File: src/rtl/bm_uniform_packer.sv
`default_nettype none
// ============================================================================
// Module   : bm_uniform_packer
// Purpose  : Pairs consecutive 32-bit uniform words into a 48-bit u0 (log
//            path) and a 16-bit u1 (trig path). It also computes the leading-
//            zero count of u0 and buffers {u0,u1,lzc} in a small FIFO with a
//            valid/ready output. The upstream generator cannot be stalled,
//            so whole pairs are dropped and counted when the FIFO is full.
// Ports    : clk        - clock, rising edge
//            rst_n      - synchronous active-low reset
//            in_valid   - in_data carries a new word this cycle
//            in_data    - 32-bit uniform word
//            out_valid  - head entry valid
//            out_ready  - consumer accepts head entry
//            out_u0     - head u0 (48 bit)
//            out_u1     - head u1 (16 bit)
//            out_lzc    - leading zeros of out_u0 (0..48)
//            drop_cnt   - saturating count of discarded pairs
// Options  : BM_ZERO_GUARD_EN - when defined, u0==0 is stored as u0=1
//            (lzc=47) so the log stage never sees zero.
// Revision : 1.0 - initial release
// ============================================================================
module bm_uniform_packer #(
    parameter int FIFO_DEPTH = 2,
    parameter int DROP_W     = 16
) (
    input  logic              clk,
    input  logic              rst_n,
    input  logic              in_valid,
    input  logic [31:0]       in_data,
    output logic              out_valid,
    input  logic              out_ready,
    output logic [47:0]       out_u0,
    output logic [15:0]       out_u1,
    output logic [5:0]        out_lzc,
    output logic [DROP_W-1:0] drop_cnt
);

    localparam int PTR_W = $clog2(FIFO_DEPTH);
    localparam int CNT_W = $clog2(FIFO_DEPTH + 1);
    localparam logic [CNT_W-1:0] C_DEPTH = CNT_W'(FIFO_DEPTH);

    typedef enum logic [0:0] {
        WAIT_HI = 1'b0,
        WAIT_LO = 1'b1
    } state_t;

    state_t              state_q, state_d;
    logic [31:0]         hi_q, hi_d;
    logic [PTR_W-1:0]    wr_ptr_q, wr_ptr_d;
    logic [PTR_W-1:0]    rd_ptr_q, rd_ptr_d;
    logic [CNT_W-1:0]    count_q, count_d;
    logic [DROP_W-1:0]   drop_q, drop_d;
    logic [47:0]         head_u0_q, head_u0_d;
    logic [15:0]         head_u1_q, head_u1_d;
    logic [5:0]          head_lzc_q, head_lzc_d;

    logic [47:0]         mem_u0_q  [FIFO_DEPTH];
    logic [15:0]         mem_u1_q  [FIFO_DEPTH];
    logic [5:0]          mem_lzc_q [FIFO_DEPTH];

    logic                w_pair;
    logic                w_pop;
    logic                w_push;
    logic                w_drop;
    logic [47:0]         w_u0_raw;
    logic [47:0]         w_u0;
    logic [5:0]          w_lzc;
    logic                w_bypass;

    // Highest set bit wins because later loop iterations overwrite earlier ones.
    function automatic logic [5:0] f_lzc(input logic [47:0] v);
        logic [5:0] n;
        n = 6'd48;
        for (int i = 0; i < 48; i++) begin
            if (v[i]) begin
                n = 6'(47 - i);
            end
        end
        return n;
    endfunction

    // ------------------------------------------------------------------
    // Pair formation
    // ------------------------------------------------------------------
    assign w_u0_raw = {hi_q, in_data[31:16]};

`ifdef BM_ZERO_GUARD_EN
    assign w_u0 = (w_u0_raw == 48'd0) ? 48'h000000000001 : w_u0_raw;
`else
    assign w_u0 = w_u0_raw;
`endif

    // Computed on the (possibly guarded) value, so a guarded zero yields 47.
    assign w_lzc  = f_lzc(w_u0);

    assign w_pair = (state_q == WAIT_LO) && in_valid;
    assign w_pop  = (count_q != '0) && out_ready;
    // count never exceeds depth, so "not below depth" means full; a same-cycle
    // pop frees the slot being written.
    assign w_push = w_pair && ((count_q < C_DEPTH) || w_pop);
    assign w_drop = w_pair && !((count_q < C_DEPTH) || w_pop);

    // ------------------------------------------------------------------
    // FSM next state
    // ------------------------------------------------------------------
    always_comb begin
        state_d = state_q;
        hi_d    = hi_q;
        case (state_q)
            WAIT_HI: begin
                if (in_valid) begin
                    hi_d    = in_data;
                    state_d = WAIT_LO;
                end
            end
            WAIT_LO: begin
                if (in_valid) begin
                    state_d = WAIT_HI;
                end
            end
            default: state_d = WAIT_HI;
        endcase
    end

    // ------------------------------------------------------------------
    // FIFO bookkeeping and head register
    // ------------------------------------------------------------------
    always_comb begin
        wr_ptr_d   = wr_ptr_q + PTR_W'(w_push);
        rd_ptr_d   = rd_ptr_q + PTR_W'(w_pop);
        count_d    = count_q + CNT_W'(w_push) - CNT_W'(w_pop);

        drop_d     = drop_q;
        if (w_drop && (drop_q != {DROP_W{1'b1}})) begin
            drop_d = drop_q + DROP_W'(1);
        end

        // The next head slot can only coincide with the slot being written
        // when the FIFO drains to empty this cycle; forward the new entry.
        w_bypass   = w_push && (rd_ptr_d == wr_ptr_q);

        head_u0_d  = head_u0_q;
        head_u1_d  = head_u1_q;
        head_lzc_d = head_lzc_q;
        if (count_d != '0) begin
            if (w_bypass) begin
                head_u0_d  = w_u0;
                head_u1_d  = in_data[15:0];
                head_lzc_d = w_lzc;
            end else begin
                head_u0_d  = mem_u0_q[rd_ptr_d];
                head_u1_d  = mem_u1_q[rd_ptr_d];
                head_lzc_d = mem_lzc_q[rd_ptr_d];
            end
        end
    end

    always_ff @(posedge clk) begin
        if (!rst_n) begin
            state_q    <= WAIT_HI;
            hi_q       <= 32'd0;
            wr_ptr_q   <= '0;
            rd_ptr_q   <= '0;
            count_q    <= '0;
            drop_q     <= '0;
            head_u0_q  <= 48'd0;
            head_u1_q  <= 16'd0;
            head_lzc_q <= 6'd0;
        end else begin
            state_q    <= state_d;
            hi_q       <= hi_d;
            wr_ptr_q   <= wr_ptr_d;
            rd_ptr_q   <= rd_ptr_d;
            count_q    <= count_d;
            drop_q     <= drop_d;
            head_u0_q  <= head_u0_d;
            head_u1_q  <= head_u1_d;
            head_lzc_q <= head_lzc_d;
        end
    end

    // Storage needs no reset: occupancy is tracked by count_q.
    always_ff @(posedge clk) begin
        if (rst_n && w_push) begin
            mem_u0_q[wr_ptr_q]  <= w_u0;
            mem_u1_q[wr_ptr_q]  <= in_data[15:0];
            mem_lzc_q[wr_ptr_q] <= w_lzc;
        end
    end

    assign out_valid = (count_q != '0);
    assign out_u0    = head_u0_q;
    assign out_u1    = head_u1_q;
    assign out_lzc   = head_lzc_q;
    assign drop_cnt  = drop_q;

endmodule
`default_nettype wire

File: config.mk
export PLATFORM = sky130hd
export DESIGN_NAME = bm_uniform_packer
export DESIGN_NICKNAME = d
export VERILOG_FILES = /design/src/rtl/bm_uniform_packer.sv
export SDC_FILE = /design/constraint.sdc
export NUM_CORES = 1
export LEC_CHECK = 0
export BUFFER_PORTS_ARGS = -buffer_cell sky130_fd_sc_hd__buf_2
export CAP_MARGIN = 10
export CORE_UTILIZATION = 50
export DETAILED_ROUTE_END_ITERATION = 10
export PLACE_DENSITY = 0.77
export SETUP_SLACK_MARGIN = 0.5
export SLEW_MARGIN = 30
export SYNTH_ARGS = -nofsm -noshare
export SYNTH_HDL_FRONTEND = slang
export SYNTH_SLANG_ARGS = --single-unit
File: constraint.sdc
create_clock -name clk -period 2.9 [get_ports clk]
set_input_delay 0.87 -clock clk [delete_from_list [all_inputs] [get_ports clk]]
set_output_delay 0.87 -clock clk [all_outputs]
set_load 0.1 [all_outputs]
==> run metrics <==
Core ar. around 20,000 um^2; final worst path period share between 80% and 90%; Post-synth EDFFs 140; Layout area overhead 21.5%; Die Ht 148 um; clk slew on worst S/H paths 60 ps; crit-path max FO 7; CTS buffer count 26; Startpoint Class primary input; layout cells sized above 1 21.4%; FILL cells 1,595; Crit. End Element flip-flop; max-cap violations 0; cells after synthesis 922; maximum vdd drop between 1000 and 1500 uV; FMAX 0.421 GHz; pin count of the biggest net entering global routing 55; clk sink count 263; CP Data Required Time 3350 ps; async set-reset flop share out of synthesis 0%; dpl hpwl 15,500 um; GRT Util Overall 21.9%; library cells used by synthesis 52; syn_area_per_cell around 12 um^2; final setup fails 0; first-pass GRT wire length 37,700 um; die width 148 um; Post-Syn Nets 963; clk buf depth 3; WL per Instance 18.5 um; Worst-Margin Slew 582 ps; Antenna Cells 0; arrival time worst endpoint 2820 ps; vias in the first global route 7,093; worst skew pair latency ~520 ps; Vias/cell between 5 and 6; gpl congestion 0.808; Yosys reg bits 263; Power Dens Cells roughly 1200 nW/um^2; max-slew violations 0; Starting Density 51.8%; synth warn 0; drt first pass iters 5; H-tree lvl count 1; Rel. slew slack about three fifths; Rows 52; CTS tree built; Clock Tree Root clkbuf_16; top_reg_cell synth edfxtp_1; RSZ-0062 raised after global routing no; Initial DRC Count between 400 and 500; total grt overflow 0; Crit Path Class in2reg; IO Count around 120; outcome finished clean; leakage power approximately 0.0053 uW; HP Class reg2reg; vias 7,547; nets approximately 1,100; Hold WS between 400 and 500 ps; Tmin final 2380 ps; area of the multi-input gates between 3000 and 4000 um^2; post-route ant nets 0; Post-route DRC 0; Register Area 6670 um^2; final WL 25,200 um; Syn Std Cell Area approximately 11,000 um^2; Setup Skew 13.1 ps; port bufs 122; Finished Core Util 62.9%; Seq/Total Area, Yosys 62.8%; initial antenna violation count 0; final hold viol count 0; Die ar. 21,800 um^2
[through the flow]
stage | area [um^2] | cells | total power, uW | TNS [ps] | setup WS, ps
detailed placement | 11800 | 1297 | 11800 | -2390 | -77.0
global route | 12900 | 1361 | 16100 | 0 | 458
finish | 12900 | 1361 | 15500 | 0 | 524
floorplan | 10800 | 922 | 10600 | 0 | 214
CTS | 12600 | 1347 | 15100 | 0 | 552
global placement | 11800 | 1297 | 11700 | 0 | 14.6
[synth_stat cells (3+ instances only)]
cell        n  share of area [%]
o31ai_1     4               0.28
o21ai_1    69                3.3
a21boi_1    3               0.21
xor2_1      3               0.25
mux2i_1   102                9.6
nand2b_1    6               0.35
ha_1        5               0.59
o21a_1      3               0.21
buf_2      15               0.71
nor2b_1    40                2.4
xnor2_1    12               0.99
nand4_1     7               0.41
o21ai_0    10               0.47
edfxtp_1  140                 40
nand2_1    76                2.7
and3_1      4               0.24
buf_1       3               0.11
dfxtp_1   123                 23
a21oi_1    79                3.7
and4_1      3               0.25
or3_1       3               0.18
nor2_1     88                3.1
nor3_1      8               0.38
or4_1       5               0.35
and2_1     16               0.94
clkbuf_1   27               0.95
nor4_1     15               0.88
nand3_1     9               0.42
inv_1      15               0.53
[path summary, 6_finish.rpt]
check	slack (ps)	endpoint	start	depth (start not counted)
worst max-delay path	520	out_u0[43]	in_valid	13
worst min-delay path	440	out_u1[2]	out_u1[2]	2
worst max register to register	550	out_u0[43]	count_q[1]	11
worst min register to register	440	out_u1[2]	out_u1[2]	2
[cell families (layout without fill, tap and decap cells)]
| logic type | Yosys count | after routing | synth area share, % |
|---|---|---|---|
| adder cells (fa/ha/maj) | 5 | 5 | 0.589 |
| flip-flops | 263 | 263 | 62.8 |
| AO/OA/AOI/OAI | 188 | 188 | 9.83 |
| XOR/XNOR | 16 | 16 | 1.50 |
| AND/OR/NAND/NOR | 283 | 284 | 12.8 |
| multiplexers | 105 | 105 | 10.0 |
| buffers and inverters | 62 | 230 | 2.44 |
[repair_timing]
action                     in CTS  in global routing
pin swaps                       1                  4
hold buffers                    0                  0
gates cloned                    1                  8
buffers inserted                1                  6
resized for setup               5                 21
setup endpoints to repair      41                 70
[area by class of cell]
class                           instances  area share (%)
Inverter                               15           0.495
Sequential cell                       263            51.8
Clock buffer                           38            5.72
Multi-Input combinational cell        598            29.5
Timing Repair Buffer                  167            9.34
Tap cell                              270            2.62
Clock inverter                         10           0.534
[state kept, by name, summed over array words and instances, names as in the netlist]
register   cells
mem_u0_q      96
out_u0        48
hi_q          32
mem_u1_q      32
drop_cnt      16
out_u1        16
mem_lzc_q     12
out_lzc        6
count_q        2
rd_ptr_q       1
state_q        1
wr_ptr_q       1
[routing by layer]
metal	wire length (um)	part of all wire [%]	vias up	GRT usage, %
li1	-	-	3620	-
met5	0	0	-	0
met4	627	2.5	0	6.96
met3	2010	8.0	44	3.06
met2	11600	46	318	34.5
met1	11000	44	3565	31.3
[worst max-delay path, stage by stage]
cell and delay (ps):
buf_6 80, ha_4 130, nand2_4 60, ha_4 250
inv_2 40, ha_4 150, xor2_2 140, xnor2_1 210
nor2b_4 230, and2_4 310, clkbuf_16 210, nand2_1 60
o21ai_1 70
[report_power, final]
part	internal (uW)	switching (uW)	total, uW
Sequential	4540	383	4920
Clock	1840	1320	3160
Combinational	1810	5600	7410
Total	8190	7300	15500
[cells in the final DEF, fill, tap and decap left out, types with 8 or more instances in the layout]
cell type / n
nor3_1: 8
clkbuf_16: 32
buf_12: 10
nand2_1: 68
mux2i_1: 102
edfxtp_1: 140
dfxtp_1: 120
inv_1: 12
nor2_1: 88
xnor2_1: 12
and2_1: 15
a21oi_1: 79
nand3_1: 9
nor2b_1: 39
o21ai_0: 10
buf_2: 119
nor4_1: 15
buf_4: 28
o21ai_1: 67
clkbuf_1: 9
(Power assumes the default switching activity.)
